**config.mk**
```make
export PLATFORM = sky130hd
export DESIGN_NAME = pipe_stage_fifo
export DESIGN_NICKNAME = d
export VERILOG_FILES = /design/src/rtl/pipe_stage_fifo.sv
export SDC_FILE = /design/constraint.sdc
export NUM_CORES = 1
export LEC_CHECK = 0
export CORE_MARGIN = 3
export CORE_UTILIZATION = 54
export DETAILED_ROUTE_END_ITERATION = 12
export PLACE_DENSITY = 0.87
export SYNTH_ARGS = -nofsm -noshare
export SYNTH_HDL_FRONTEND = slang
export SYNTH_SLANG_ARGS = --single-unit
```
**constraint.sdc**
```tcl
create_clock -name CLK -period 2.7 [get_ports CLK]
set_input_delay 0.54 -clock CLK [delete_from_list [all_inputs] [get_ports CLK]]
set_output_delay 0.54 -clock CLK [all_outputs]
set_load 0.01 [all_outputs]
```
**src/rtl/pipe_stage_fifo.sv**
```systemverilog
`default_nettype none
// ============================================================================
// Module      : pipe_stage_fifo
// Description : Elastic DEPTH-entry pipeline-stage buffer with valid/ready
//               handshake, synchronous flush, occupancy and stall counter.
// Revision    : 1.0 - initial release
// ============================================================================
module pipe_stage_fifo #(
   parameter int DATA_W = 32,
   parameter int DEPTH  = 2,
   parameter int CNT_W  = 16
) (
   input  logic                         CLK,
   input  logic                         nRST,
   input  logic                         flush,
   input  logic                         in_valid,
   output logic                         in_ready,
   input  logic [DATA_W-1:0]            in_data,
   output logic                         out_valid,
   input  logic                         out_ready,
   output logic [DATA_W-1:0]            out_data,
   output logic [$clog2(DEPTH+1)-1:0]   count,
   output logic [CNT_W-1:0]             stall_cnt
);

   localparam int                   C_PTR_W     = (DEPTH > 1) ? $clog2(DEPTH) : 1;
   localparam int                   C_OCC_W     = $clog2(DEPTH+1);
   localparam logic [C_OCC_W-1:0]   C_FULL      = C_OCC_W'(DEPTH);
   localparam logic [CNT_W-1:0]     C_STALL_MAX = '1;

   logic [C_OCC_W-1:0]      r_count;
   logic [CNT_W-1:0]        r_stall_cnt;
   logic [C_PTR_W-1:0]      w_rd_ptr;
   logic [C_PTR_W-1:0]      w_wr_ptr;
   logic [DEPTH*DATA_W-1:0] w_mem_flat;
   logic [DATA_W-1:0]       w_head;
   logic                    w_push;
   logic                    w_pop;

   // in_ready depends only on registered occupancy, never on out_ready
   assign in_ready  = (r_count != C_FULL);
   assign out_valid = (r_count != '0);
   assign w_push    = in_valid & in_ready;
   assign w_pop     = out_valid & out_ready;
   assign count     = r_count;
   assign stall_cnt = r_stall_cnt;

   generate
      if (DEPTH > 1) begin : g_ptr
         logic [C_PTR_W-1:0] r_rd_ptr;
         logic [C_PTR_W-1:0] r_wr_ptr;

         // DEPTH is a power of two, so natural overflow is the wrap
         always_ff @(posedge CLK or negedge nRST) begin
            if (!nRST) begin
               r_rd_ptr <= '0;
               r_wr_ptr <= '0;
            end else if (flush) begin
               r_rd_ptr <= '0;
               r_wr_ptr <= '0;
            end else begin
               if (w_push) r_wr_ptr <= r_wr_ptr + C_PTR_W'(1);
               if (w_pop)  r_rd_ptr <= r_rd_ptr + C_PTR_W'(1);
            end
         end

         assign w_rd_ptr = r_rd_ptr;
         assign w_wr_ptr = r_wr_ptr;
      end else begin : g_ptr_tied
         assign w_rd_ptr = '0;
         assign w_wr_ptr = '0;
      end
   endgenerate

   generate
      for (genvar gi = 0; gi < DEPTH; gi++) begin : g_entry
         logic [DATA_W-1:0] r_entry;

         always_ff @(posedge CLK or negedge nRST) begin
            if (!nRST) begin
               r_entry <= '0;
            end else if (w_push && !flush && (w_wr_ptr == C_PTR_W'(gi))) begin
               r_entry <= in_data;
            end
         end

         assign w_mem_flat[gi*DATA_W +: DATA_W] = r_entry;
      end
   endgenerate

   always_comb begin
      w_head = '0;
      for (int i = 0; i < DEPTH; i++) begin
         if (w_rd_ptr == C_PTR_W'(i)) w_head = w_mem_flat[i*DATA_W +: DATA_W];
      end
   end

   // Mask the head when empty so stale entries are never exposed
   assign out_data = out_valid ? w_head : '0;

   always_ff @(posedge CLK or negedge nRST) begin
      if (!nRST) begin
         r_count <= '0;
      end else if (flush) begin
         r_count <= '0;
      end else if (w_push && !w_pop) begin
         r_count <= r_count + C_OCC_W'(1);
      end else if (w_pop && !w_push) begin
         r_count <= r_count - C_OCC_W'(1);
      end
   end

   always_ff @(posedge CLK or negedge nRST) begin
      if (!nRST) begin
         r_stall_cnt <= '0;
      end else if (out_valid && !out_ready && (r_stall_cnt != C_STALL_MAX)) begin
         r_stall_cnt <= r_stall_cnt + CNT_W'(1);
      end
   end

endmodule
`default_nettype wire

```
---- After elaboration in Yosys (flattened, before gate mapping) ----
Cells that the tools add are included.
word-level totals
  bits of input ports ..................... 37
  logic and storage cells ................. 40
  output and inout bits ................... 52
  register bits ........................... 84
cells by class
  $add $sub $neg .......................... 5
  bitwise operators ....................... 3
  reduce and logical (&&, ||, !) cells .... 15
  muxes and demuxes ....................... 9
  eq/ne operators ......................... 2
operators with widths
  kind                                                                count
  32-bit two-way mux                                                  2
  16-bit by 1-bit adder with 16-bit output, second input constant     1
  16-bit != test, second input constant                               1
  1-bit logical AND                                                   7
  2-bit two-way mux                                                   3
  2-bit nonzero test                                                  3
  1-bit zero test                                                     4
  1-bit two-way mux                                                   4
  3-bit nonzero test                                                  1
  1-bit adder, second input constant                                  2
  2-bit by 1-bit adder with 2-bit output, second input constant       1
  1-bit AND                                                           2
  2-bit != test, second input constant                                1
  2-bit by 1-bit subtractor with 2-bit output, second input constant  1
  1-bit NOT                                                           1

---- Logic depth before layout (Yosys ltp) ----
  depth in word-level cells ............... 7
  gate-level depth with buffers ........... 6
  gate-level depth less buffers ........... 5

---- Worst setup path after synthesis ----
OpenSTA, ideal clock, no wires.
  kind .................................... reg-to-output
  from .................................... reg r_count[1] (netlist: count[1])
  to ...................................... out out_data[10]
  path buffers ............................ 2
  data arrival time ....................... 1,267 ps
  required time ........................... 2,160 ps
  cell stages (with the launch flop) ...... 5
  setup slack ............................. 893 ps
  cells stage by stage .................... dfrtp_1 clkbuf_1 nor2_1 clkbuf_1 nor2_1
between the ends
  word-level cells in the longest chain between the ends .. 2
RTL lines
  what                    RTL line  text
  from (decl)             31        logic [C_OCC_W-1:0] r_count;
  from (signal assigned)  107       r_count <= r_count + C_OCC_W'(1);
  from (signal assigned)  109       r_count <= r_count - C_OCC_W'(1);
  2-bit nonzero test      42        assign out_valid = (r_count != '0);
  32-bit two-way mux      99        assign out_data = out_valid ? w_head : '0;
  to (decl)               21        output logic [DATA_W-1:0] out_data,
No other way between the ends.

---- Final worst setup path ----
  from .................................... reg r_count[1] (netlist: count[1])
  to ...................................... out out_data[1]
The elaborated chain is that of the path after synthesis.

==> flow_summary.ini <==
[yosys]
synth_top_cells_by_count = 84 x dfrtp_1, 63 x mux2_2, 43 x nor2_1
syn_area_mm2 = 0.00390
synthArstFlopShare = 1.00
synthDistinctLibCells = 38
synth-edff-count = 0
synth_nets = 342
avgSynthCellArea_um2 = 12.8
synth-main-ff-cell = dfrtp_1
synthCells = 304
yosysMostFrequentCell = dfrtp_1
synth_top_area_cell = dfrtp_1
synthTopCellsByArea = dfrtp_1 54%, mux2_2 18%, mux2i_1 8.5%
ys.warnings.count = 0
synth_top_area_share = 0.539
ys_seq_elements = 84
seq_area_frac_synth = 0.539

[power]
max-vdd-ir-drop_v = 0.000470
power.density_mw_per_mm2 = 724
p_leak_nw = 2.16

[critical_path]
timing.rr.start = stall_cnt[0]
worstPathCellList = nor2_2 -> buf_4 -> nor2_1 -> clkdlybuf4s50_1
path_max_fanout = 22
reg2reg_slack_ns = 0.73
cp.depth = 4
required_ns = 2.16
arrival_ns = 1.88
critPathBufInv = 2
crit_family = buffers and inverters
startpoint_type = register
cp-end-kind = output port
r2r_end = stall_cnt[1]
setup.worst_path.class = register to output port
r2r_cells = 5
worst_path_max_delay_cell = clkdlybuf4s50_1
slowest_delay_ns = 0.50

[sta]
worst_pin_slew_ns = 0.635
period_needed_ns = 2.42
slew_viol_final = 0
max_freq_ghz = 0.413
skew_ns = 0.00826
hold_slack_ns = 0.212
rsz0062_at_grt = false
setup_tns_ns = 0
hold_viol = 0
timing.final.crit_share = 0.897
setup_violations = 0
relSlewSlack = 0.577

[hold_path]
hold_class = primary input to async pin

[die]
die_h_um = 90.9
die_area_mm2 = 0.00827
start_util = 0.564
die_width_um = 90.9
core_area_mm2 = 0.00691
ios = 89
fp-row-count = 30

[global_route]
first_global_vias = 2823
grt_overflow = 0
grt_pass1_wl_mm = 13.9
antenna_found_initial = 0
grt_start_max_net_pins = 51
track_usage = 0.209

[clock_network]
cts.hold.buffers_added = 0
cts_setup_buffers = 0
clock_latency_ns = 0.34
cts_repair_resize_count = 0
clock-sinks = 84
cts_buffers = 9
cts.htree.levels = 3
cts_buffer_depth = 2
root_buffer = clkbuf_8
clk_pin_slew_worst_paths_ns = 0.08
cts_tree = yes

[drt]
postRouteAntennaNets = 0
viasPerCell = 5.45
routed_wirelength_mm = 8.28
drc_errors = 0
wl_per_cell_um = 16.6
first_pass_iters = 4
drt-initial-drc-count = 131
dr_total_vias = 2709

[cells_and_area]
drive_gt1_frac = 0.247
synthToLayoutAreaGrowth_pct = 31.7
antennaDiodeCount = 0
final_cells = 497
finalNetCount = 434

[placement]
dp.cells = 481
place_congestion = 0.802
dp_hpwl_mm = 5.59
port_buffers = 88

[run_status]
status = finished clean

[run]
maxCapViolCount = 0
## flip-flops by register name (all words and copies together) (netlist names)
register         count
count                2
g_ptr.r_wr_ptr       1
g_entry.r_entry     64
stall_cnt           16
g_ptr.r_rd_ptr       1
## where the power goes
part	internal [mW]	switching [mW]
Clock	0.543	0.428
Sequential	1.57	0.211
Combinational	0.580	0.378
## routing by layer
metal | global-route usage | part of all wire | up-vias
met1 | 0.259 | 0.42 | 1372
met3 | 0.0439 | 0.052 | 12
met5 | 0 | 0 | -
li1 | - | - | 1245
met2 | 0.356 | 0.51 | 80
met4 | 0.0892 | 0.019 | 0
## stage by stage
stage | util | power (mW) | area, um^2 | worst slack (ns)
2_1_floorplan | - | 2.32 | 3900 | 0.893
3_3_place_gp | 0.711 | 2.71 | 4910 | 0.392
3_5_place_dp | 0.711 | 2.77 | 4910 | 0.279
4_1_cts | 0.743 | 3.74 | 5130 | 0.262
5_1_grt | 0.743 | 3.91 | 5130 | 0.169
6_report | 0.743 | 3.71 | 5130 | 0.278
## cell usage in the layout, fill, tap and decap left out, types with 2 or more instances in the layout
master	instances
clkdlybuf4s50_1	87
nor2_2	2
xnor2_1	5
nand2_1	5
nor4_1	2
mux2_2	63
nand3_1	5
nor2_1	42
buf_12	2
mux2_1	2
nand4_1	3
nor3_1	2
clkbuf_8	10
nor4b_1	2
nor3b_1	2
xor2_1	10
bufinv_16	2
a21oi_1	3
buf_4	7
and2_1	2
mux2i_1	33
nand2b_1	3
inv_1	2
clkinv_2	3
dfrtp_1	83
nand3b_1	2
## cell type report
| class | instances | area, um^2 |
|---|---|---|
| multi-input combinational | 203 | 1720 |
| clock buffer | 11 | 141 |
| sequential | 84 | 2100 |
| inverter | 2 | 7.51 |
| tap | 96 | 120 |
| fill | 485 | 1780 |
| clock inverter | 5 | 75.1 |
| timing repair buffer | 96 | 963 |
## worst max-delay path by stage
stage               slack [ns]            end      start
floorplan                 0.89   out_data[10]   count[1]
global placement          0.39  stall_cnt[15]  out_ready
detailed placement        0.28  stall_cnt[15]  out_ready
CTS                       0.26   out_data[23]   count[1]
global route              0.17   out_data[29]   count[1]
finish                    0.28    out_data[1]   count[1]
## cell families (layout without fill, tap and decap cells)
kind of cell | after synthesis | after routing | synth area share
AND/OR/NAND/NOR | 82 | 82 | 0.115
adder cells (fa/ha/maj) | 1 | 1 | 0.00321
buffers and inverters | 17 | 114 | 0.0215
multiplexers | 99 | 99 | 0.276
XOR/XNOR | 15 | 15 | 0.0337
AO/OA/AOI/OAI | 6 | 6 | 0.0103
flip-flops | 84 | 84 | 0.540
Power figures use the tool's default switching activity.
==> patch (config.mk and constraints unchanged) <==
The parameter `CNT_W` goes from 16 to 32.
--- a/src/rtl/pipe_stage_fifo.sv
+++ b/src/rtl/pipe_stage_fifo.sv
@@ -8,7 +8,7 @@
 module pipe_stage_fifo #(
    parameter int DATA_W = 32,
    parameter int DEPTH  = 2,
-   parameter int CNT_W  = 16
+   parameter int CNT_W  = 32
 ) (
    input  logic                         CLK,
    input  logic                         nRST,
Interface: changed (resized stall_cnt); port bits go from 89 to 105. No check against the original RTL was run, so the function may have changed too.
==> patch against the original RTL <==
- via count up 23%
- wire length up 18%
- final area up 18%
- total power up 3.4%
- clock skew up 4.1 ps
- register-to-register slack worse by 250 ps
- critical path depth unchanged
- fmax down 4.1%
- sequential cell count up 16
- global-route usage down 0.41 points
- setup slack worse by 100 ps
- synthesized area up 19%
- critical endpoint is now out_data[29]
- largest power group unchanged
==> patch: results (changes against the original RTL) <==
{
  "critical_path": {
    "critPathArrivalTime": {"value": 1990, "unit": "ps", "change": "+110 ps"},
    "startpoint_of_the_worst_register_to_register_path": "stall_cnt[0]$_DFFE_PN0P_",
    "worst_r2r_path_cells": {"value": 6, "change": "+1"},
    "crit_path_max_fanout": {"value": 25, "change": "+14%"},
    "crit_path_top_delay_cell": "sky130_fd_sc_hd__dfrtp_2",
    "timing.critical_path.slowest_cell_delay": {"value": 570, "unit": "ps", "change": "+70 ps"},
    "setup.reg_to_reg.worst_slack": {"value": 480, "unit": "ps", "change": "-250 ps"}
  },
  "clocking": {
    "clk-insertion-delay-late_ps": 350
  },
  "route": {
    "via_per_inst": {"value": 5.564, "change": "+2.1%"},
    "drt-initial-drc-count": {"value": 131, "change": "unchanged"},
    "drt_first_pass_iters": {"value": 4, "change": "unchanged"},
    "total_routed_length": {"value": 9.757, "unit": "mm", "change": "+18%"},
    "via_count": {"value": 3327, "change": "+23%"}
  },
  "final_layout": {
    "finalNetCount": {"value": 526, "change": "+21%"},
    "fillCellCount": {"value": 549, "change": "+13%"},
    "drive_above_1_share": {"value": 20.08, "unit": "%", "change": "-4.6 points"}
  },
  "synth": {
    "syn-instance-count": {"value": 382, "change": "+26%"},
    "synth_top_cells_by_area": "sky130_fd_sc_hd__dfrtp_1 54%, sky130_fd_sc_hd__mux2_2 15%, sky130_fd_sc_hd__mux2i_1 7.3%",
    "synth_fp_nets": {"value": 420, "change": "+23%"},
    "unique_masters_post_synth": {"value": 36, "change": "-5.3%"},
    "synth_seq_area_share": {"value": 53.81, "unit": "%", "change": "-0.14 points"},
    "synth.top_cells.by_count": "100 x sky130_fd_sc_hd__dfrtp_1, 64 x sky130_fd_sc_hd__mux2_2, 51 x sky130_fd_sc_hd__nor2_1, 34 x sky130_fd_sc_hd__mux2i_1, 22 x sky130_fd_sc_hd__xnor2_1",
    "post-synth-top-area-fraction": {"value": 53.81, "unit": "%", "change": "-0.14 points"}
  },
  "global_route": {
    "groute.usage.overall": {"value": 20.54, "unit": "%", "change": "-0.41 points"},
    "grt_pass1_vias": {"value": 3435, "change": "+22%"},
    "maximum_number_of_pins_on_one_net_before_global_route_repair": {"value": 62, "change": "+22%"},
    "grt_first_pass_wirelength": {"value": 16.39, "unit": "mm", "change": "+18%"}
  },
  "power_and_ir_drop": {
    "worst_ir_drop_vdd": {"value": 0.5237, "unit": "mV", "change": "+11%"},
    "power.leakage": {"value": 2.485, "unit": "nW", "change": "+15%"},
    "power.share.clock": {"value": 23.0, "unit": "%", "change": "-3.1 points"},
    "comb_power_share": {"value": 24.5, "unit": "%", "change": "-1.3 points"}
  },
  "place": {
    "hpwlAfterDp": {"value": 6.803, "unit": "mm", "change": "+22%"},
    "dp_cells": {"value": 582, "change": "+21%"},
    "place.port_buffers": {"value": 104, "change": "+18%"},
    "finalWeightedCongestion": {"value": 0.9041, "change": "+13%"}
  },
  "sta": {
    "clock_skew": {"value": 12.36, "unit": "ps", "change": "+4.098 ps"}
  },
  "run_status": {
    "run_status": "finished clean"
  }
}
==> patch: cell count changes after synthesis, moves of 2 or more <==
cell	delta
sky130_fd_sc_hd__nand3_1	+11
sky130_fd_sc_hd__dfrtp_1	+16
sky130_fd_sc_hd__xor2_1	-3
sky130_fd_sc_hd__nor2_1	+8
sky130_fd_sc_hd__nor3_1	+2
sky130_fd_sc_hd__a31oi_1	+2
sky130_fd_sc_hd__nand2_1	+5
sky130_fd_sc_hd__clkbuf_1	+2
sky130_fd_sc_hd__nor4b_1	-2
sky130_fd_sc_hd__buf_4	-3
sky130_fd_sc_hd__xnor2_1	+17
sky130_fd_sc_hd__and4_1	+2
sky130_fd_sc_hd__nand4_1	+13
sky130_fd_sc_hd__and3_1	+4
==> patch: layout make-up <==
type / instances / area (µm²) / share of cell area [%]
tap: 105 / 131.4 / 2.172
clock buffer: 9 / 123.9 / 2.048
sequential: 100 / 2504 / 41.39
timing repair buffer: 112 / 1149 / 18.99
inverter: 3 / 11.26 / 0.1862
clock inverter: 7 / 58.81 / 0.9723
multi-input combinational: 262 / 2071 / 34.24
==> patch: through the flow <==
stage	hold WS (ps)	setup WS, ps	cell area (µm²)	power [mW]
after floorplan	244.4	696.6	4651	2.550
after global placement	466.3	323.7	5866	2.943
after detailed placement	482.4	294.3	5866	3.002
after CTS	281.7	142.4	6048	3.886
after global routing	303.0	49.75	6048	4.059
final	256.4	174.8	6048	3.838
==> patch: worst reg2reg max path: stages (launching register included) <==
cell and delay [ps]:
sky130_fd_sc_hd__dfrtp_1 430, sky130_fd_sc_hd__ha_1 220, sky130_fd_sc_hd__nand4_1 160, sky130_fd_sc_hd__nor4_1 440
sky130_fd_sc_hd__nand3_1 330, sky130_fd_sc_hd__nand2_1 210, sky130_fd_sc_hd__mux2_2 340
==> patch: kinds of logic after synthesis <==
kind of cell,synth area share (%)
AOI/OAI and AO/OA,1.910
xor gates and xnor gates,5.461
adders and majority gates,0.2690
buffers and inverters,1.856
DFF,53.81
muxes,23.30
and+or+nand+nor,13.40
==> patch: worst max-delay path by stage <==
stage | startpoint | end | cells after the start
detailed placement | out_ready | stall_cnt[28]$_DFFE_PN0P_ | 6
floorplan | out_ready | stall_cnt[28]$_DFFE_PN0P_ | 6
global route | g_ptr.r_rd_ptr$_DFFE_PN0P_ | out_data[10] | 4
finish | g_ptr.r_rd_ptr$_DFFE_PN0P_ | out_data[29] | 4
global placement | out_ready | stall_cnt[28]$_DFFE_PN0P_ | 6
CTS | g_ptr.r_rd_ptr$_DFFE_PN0P_ | out_data[10] | 4
==> patch: per-layer routing <==
layer	GRT usage [%]	vias up	share of wire, %
li1	-	1568	-
met1	27.89	1654	45
met2	33.78	97	48
met3	4.034	8	5.8
met4	5.882	0	0.89
met5	0	-	0
